$ cat config.mk
export PLATFORM = sky130hd
export DESIGN_NAME = pack_2x32
export DESIGN_NICKNAME = d
export VERILOG_FILES = /design/src/rtl/pack_2x32.sv
export SDC_FILE = /design/constraint.sdc
export NUM_CORES = 1
export LEC_CHECK = 0
export ABC_AREA = 1
export BUFFER_PORTS_ARGS = -buffer_cell sky130_fd_sc_hd__buf_2
export CAP_MARGIN = 30
export CORE_MARGIN = 2
export CORE_UTILIZATION = 40
export CTS_BUF_LIST = sky130_fd_sc_hd__clkbuf_16
export DETAILED_ROUTE_END_ITERATION = 10
export GPL_ROUTABILITY_DRIVEN = 1
export PLACE_DENSITY_LB_ADDON = 0.25
export REMOVE_ABC_BUFFERS = 1
export SETUP_SLACK_MARGIN = 0.3
export SLEW_MARGIN = 0
export SYNTH_ARGS = -nofsm -noshare
export SYNTH_HDL_FRONTEND = slang
export SYNTH_SLANG_ARGS = --single-unit
$ cat constraint.sdc
create_clock -name clk -period 6.4 [get_ports clk]
set_clock_uncertainty 0.1 [all_clocks]
set_input_delay 0.64 -clock clk [delete_from_list [all_inputs] [get_ports clk]]
set_output_delay 0.64 -clock clk [all_outputs]
set_load 0.02 [all_outputs]
$ cat src/rtl/pack_2x32.sv
//==============================================================================
// Module   : pack_2x32
// Function : Packs sixteen 2-bit symbols (LSB-first) into one 32-bit word with
//            a single-entry output register, flush and sticky overflow.
// Revision : 1.0 - initial release
//==============================================================================
`default_nettype none

module pack_2x32 (
    input  logic        clk,
    input  logic        rst,
    input  logic        en,
    input  logic        valid,
    input  logic [1:0]  sr_in,
    input  logic        flush,
    input  logic        rd_ack,
    output logic        in_ready,
    output logic [31:0] data_out,
    output logic        valid_out,
    output logic        near_full,
    output logic        overflow
);

    localparam logic [3:0] c_last_sym = 4'd15;
    localparam logic [3:0] c_warn_sym = 4'd14;

    logic [29:0] r_asm;
    logic [3:0]  r_cnt;
    logic [31:0] r_data_out;
    logic        r_valid_out;
    logic        r_overflow;

    logic        w_out_blocked;
    logic        w_in_ready;
    logic        w_accept;
    logic        w_complete;
    logic        w_drop;
    logic        w_consume;
    logic [29:0] w_asm_next;

    // The last symbol can only be taken if the output slot is free or being read.
    assign w_out_blocked = (r_cnt == c_last_sym) && r_valid_out && !rd_ack;
    assign w_in_ready    = en && !flush && !w_out_blocked;
    assign w_accept      = valid && w_in_ready;
    assign w_complete    = w_accept && (r_cnt == c_last_sym);
    assign w_drop        = en && !flush && valid && !w_in_ready;
    assign w_consume     = en && rd_ack && r_valid_out;

    always_comb begin
        w_asm_next = r_asm;
        for (int k = 0; k < 15; k++) begin
            if (r_cnt == k[3:0]) begin
                w_asm_next[2*k +: 2] = sr_in;
            end
        end
    end

    always_ff @(posedge clk or posedge rst) begin
        if (rst) begin
            r_asm       <= '0;
            r_cnt       <= '0;
            r_data_out  <= '0;
            r_valid_out <= 1'b0;
            r_overflow  <= 1'b0;
        end else if (en) begin
            if (flush) begin
                r_cnt <= '0;
            end else if (w_accept) begin
                if (w_complete) begin
                    r_data_out <= {sr_in, r_asm};
                    r_cnt      <= '0;
                end else begin
                    r_asm <= w_asm_next;
                    r_cnt <= r_cnt + 4'd1;
                end
            end

            // A completing word overrides a read in the same cycle.
            if (w_complete) begin
                r_valid_out <= 1'b1;
            end else if (w_consume) begin
                r_valid_out <= 1'b0;
            end

            if (w_drop) begin
                r_overflow <= 1'b1;
            end
        end
    end

    assign in_ready  = w_in_ready;
    assign data_out  = r_data_out;
    assign valid_out = r_valid_out;
    assign near_full = (r_cnt == c_warn_sym) || (r_cnt == c_last_sym);
    assign overflow  = r_overflow;

endmodule

`default_nettype wire

==> results by group <==
Worst setup path
  • R2r setup slk: around 4.4 ns
  • Worst flop-to-flop path endpoint: r_asm[18]$_DFFE_PP0P_
  • R2r startpoint: r_cnt[0]$_DFFE_PP0P_
  • CP startpoint: r_cnt[0]$_DFFE_PP0P_
  • CP startpoint kind: flip-flop
  • Critical path arrival: about 1.7 ns
  • Worst reg2reg path depth: 7
  • CP Capture Type: output port
  • Crit Path Class: flip-flop to output port
  • Maximum fanout along the worst path: 5
  • Worst EP required: between 5 and 6 ns

Power and ir drop
  • Total leakage power: 0.00184 uW
  • PwrDens: around 270 nW/um^2
  • Peak VDD IR: 124 uV

Timing
  • Max-slew violation count: 0
  • Hold slack: between 0.3 and 0.4 ns
  • Setup-failing EPs final: 0
  • Achievable Freq: around 0.42 GHz
  • Minimum clock period: 2.39 ns
  • RSZ-0062 raised after global routing: no
  • Slew @ Worst Pin: roughly 0.83 ns
  • Setup TNS: 0 ns
  • Final worst path period share: 37.3%
  • Worst slew margin: 44.7%
  • Fin. Hold Viols: 0

Floorplan
  • Placeable Area: 7290 um^2
  • DIE WIDTH: 91.2 um
  • # IOs: 44
  • Initial core utilization: 41.7%
  • # rows: 31
  • Die Area: slightly above 8000 um^2
  • Die Ht: 91.2 um

Flow run
  • Max-cap violation count: 0

Final layout
  • Layout cell share with drive strength beyond 1: 18.8%
  • Non-Filler Instances: 497
  • Area growth syn-to-layout: 16.2%
  • Post-Layout Inst Area: about 3500 um^2
  • Nets@finish: 405
  • Ant diodes: 0
  • Layout Utilization: 48.4%

CTS
  • Clock sink count: 68
  • Clock-pin slew on the worst setup and hold paths: 0.05 ns
  • Hold bufs inserted after CTS: 0
  • Clock buffer depth: 2
  • Setup bufs post-CTS: 0
  • TritonCTS Buffers: 9
  • TritonCTS clock tree: yes
  • Root Driver: clkbuf_16
  • Worst-Skew Late Latency: 0.32 ns
  • Post-CTS resize count: 0
  • H-tree depth: 3

Drt
  • Antenna Nets Post-Route: 0
  • 1st-iter DRT viols: between 100 and 150
  • Via count: 2,297
  • DRC: 0
  • WL/cell: 11.2 um
  • DR vias/cell: 4.62
  • DRT Pass-1 Iters: 4
  • WL final: 5580 um

Placed design
  • Placed Area: 3270 um^2
  • Gp weighted congestion: a little under 0.8
  • Placed Cells: between 400 and 500
  • DP Wirelength: roughly 3700 um
  • Port Buffer Count: 43

Yosys
  • Avg Cell Area, Syn: 8.61 um^2
  • Synth Warn #: 0
  • Register area share after synthesis: between 50% and 60%
  • Netlist cell types: 23
  • Netlist Area Pre-Place: 3040 um^2
  • Post-synthesis register bit count: 68
  • Cell count after synthesis: roughly 350

Global routing
  • Largest net degree at the start of global routing: 69
  • GRT Total Usage: roughly 15%
  • First-pass GRT wire length: 10,000 um
  • Initial antenna violation count: 0
  • Aggregate global routing overflow: 0
  • Vias in the first global route: ~2,200

Status
  • Outcome: completed

Hold path
  • Worst min path class: flip-flop to flip-flop
  • Hold endpoint: overflow$_DFFE_PP0P_
  • Worst Hold Path Cells: 1
  • Hold path startpoint: overflow$_DFFE_PP0P_
==> where the power goes <==
group | leakage (uW) | internal, uW | total (uW) | switching, uW
Sequential | 0.000941 | 449 | 460 | 10.7
Clock | 0.000127 | 255 | 424 | 168
Combinational | 0.000776 | 16.3 | 57.6 | 41.3
Total | 0.00184 | 721 | 941 | 220
==> cell families (layout without fill, tap and decap cells) <==
logic type               Yosys count  after routing  synth area share (%)
AO/OA/AOI/OAI                     67             67                  12.0
adder cells (fa/ha/maj)            4              4                  1.65
buffers and inverters             63            108                  9.80
flip-flops                        68             68                  56.0
AND/OR/NAND/NOR                  151            151                  20.6
==> synthesized netlist by cell type <==
cell | instances | area, um^2
a21o_1 | 1 | 7.51
nand3_1 | 3 | 15.0
nand2_1 | 120 | 450
nand4_1 | 2 | 12.5
ha_1 | 4 | 50.1
dfrtp_1 | 68 | 1700
nor2_2 | 4 | 25.0
nor2_1 | 16 | 60.1
o21ai_0 | 42 | 210
buf_4 | 1 | 7.51
nand2_2 | 2 | 12.5
buf_1 | 1 | 3.75
o22ai_1 | 1 | 6.26
inv_1 | 47 | 176
buf_2 | 4 | 20.0
o21ai_1 | 16 | 80.1
clkbuf_1 | 3 | 11.3
nand3_2 | 1 | 10.0
o211ai_1 | 1 | 7.51
nor2_4 | 2 | 22.5
nand3_4 | 1 | 17.5
o21ai_2 | 6 | 52.6
buf_6 | 7 | 78.8
==> critical path, cell delays in order, from the launching register on <==
cell	delay, ns
dfrtp_1	0.41
ha_1	0.26
inv_1	0.10
nor2_4	0.15
nand2_2	0.11
inv_1	0.09
nor2_1	0.04
buf_2	0.15
==> metal layers <==
layer / GRT usage [%] / vias up / routed length, um
met5: 0 / - / 0
li1: - / 1180 / -
met1: 19.4 / 1069 / 2700
met2: 24.6 / 41 / 2580
met4: 6.44 / 0 / 89
met3: 3.65 / 7 / 204
==> cell usage in the layout, fill, tap and decap left out, drive strengths merged <==
master / Yosys / final
o211ai: 1 / 1
inv: 47 / 47
o22ai: 1 / 1
a21o: 1 / 1
o21ai: 64 / 64
nand4: 2 / 2
nor2: 22 / 22
ha: 4 / 4
nand2: 122 / 122
clkinvlp: 0 / 1
clkinv: 0 / 6
clkbuf: 3 / 9
dfrtp: 68 / 68
buf: 13 / 45
nand3: 5 / 5
==> through the flow <==
stage / total power (uW) / setup slack (ns)
floorplan: 505 / 3.95
global placement: 525 / 4.35
detailed placement: 527 / 4.26
CTS: 956 / 3.99
global route: 989 / 3.92
finish: 941 / 4.01
==> state kept, by name, indices dropped and copies added (netlist names) <==
signal / cells
r_cnt: 4
r_asm: 30
valid_out: 1
data_out: 32
overflow: 1
==> final cells by class <==
class,instances,area (um^2)
Multi-Input combinational cell,222,1040
Fill cell,773,3760
Clock inverter,7,33.8
Sequential cell,68,1700
Inverter,47,176
Timing Repair Buffer,45,230
Tap cell,99,124
Clock buffer,9,225
==> worst max-delay path by stage <==
stage	depth (start not counted)	to	slack (ns)
CTS	7	in_ready	3.99
global placement	6	valid_out$_DFFE_PP0P_	4.35
detailed placement	7	r_asm[22]$_DFFE_PP0P_	4.26
finish	7	in_ready	4.01
floorplan	1	data_out[0]$_DFFE_PP0P_	3.95
global route	7	in_ready	3.92
Note: power is estimated with default switching activity, not from simulation.
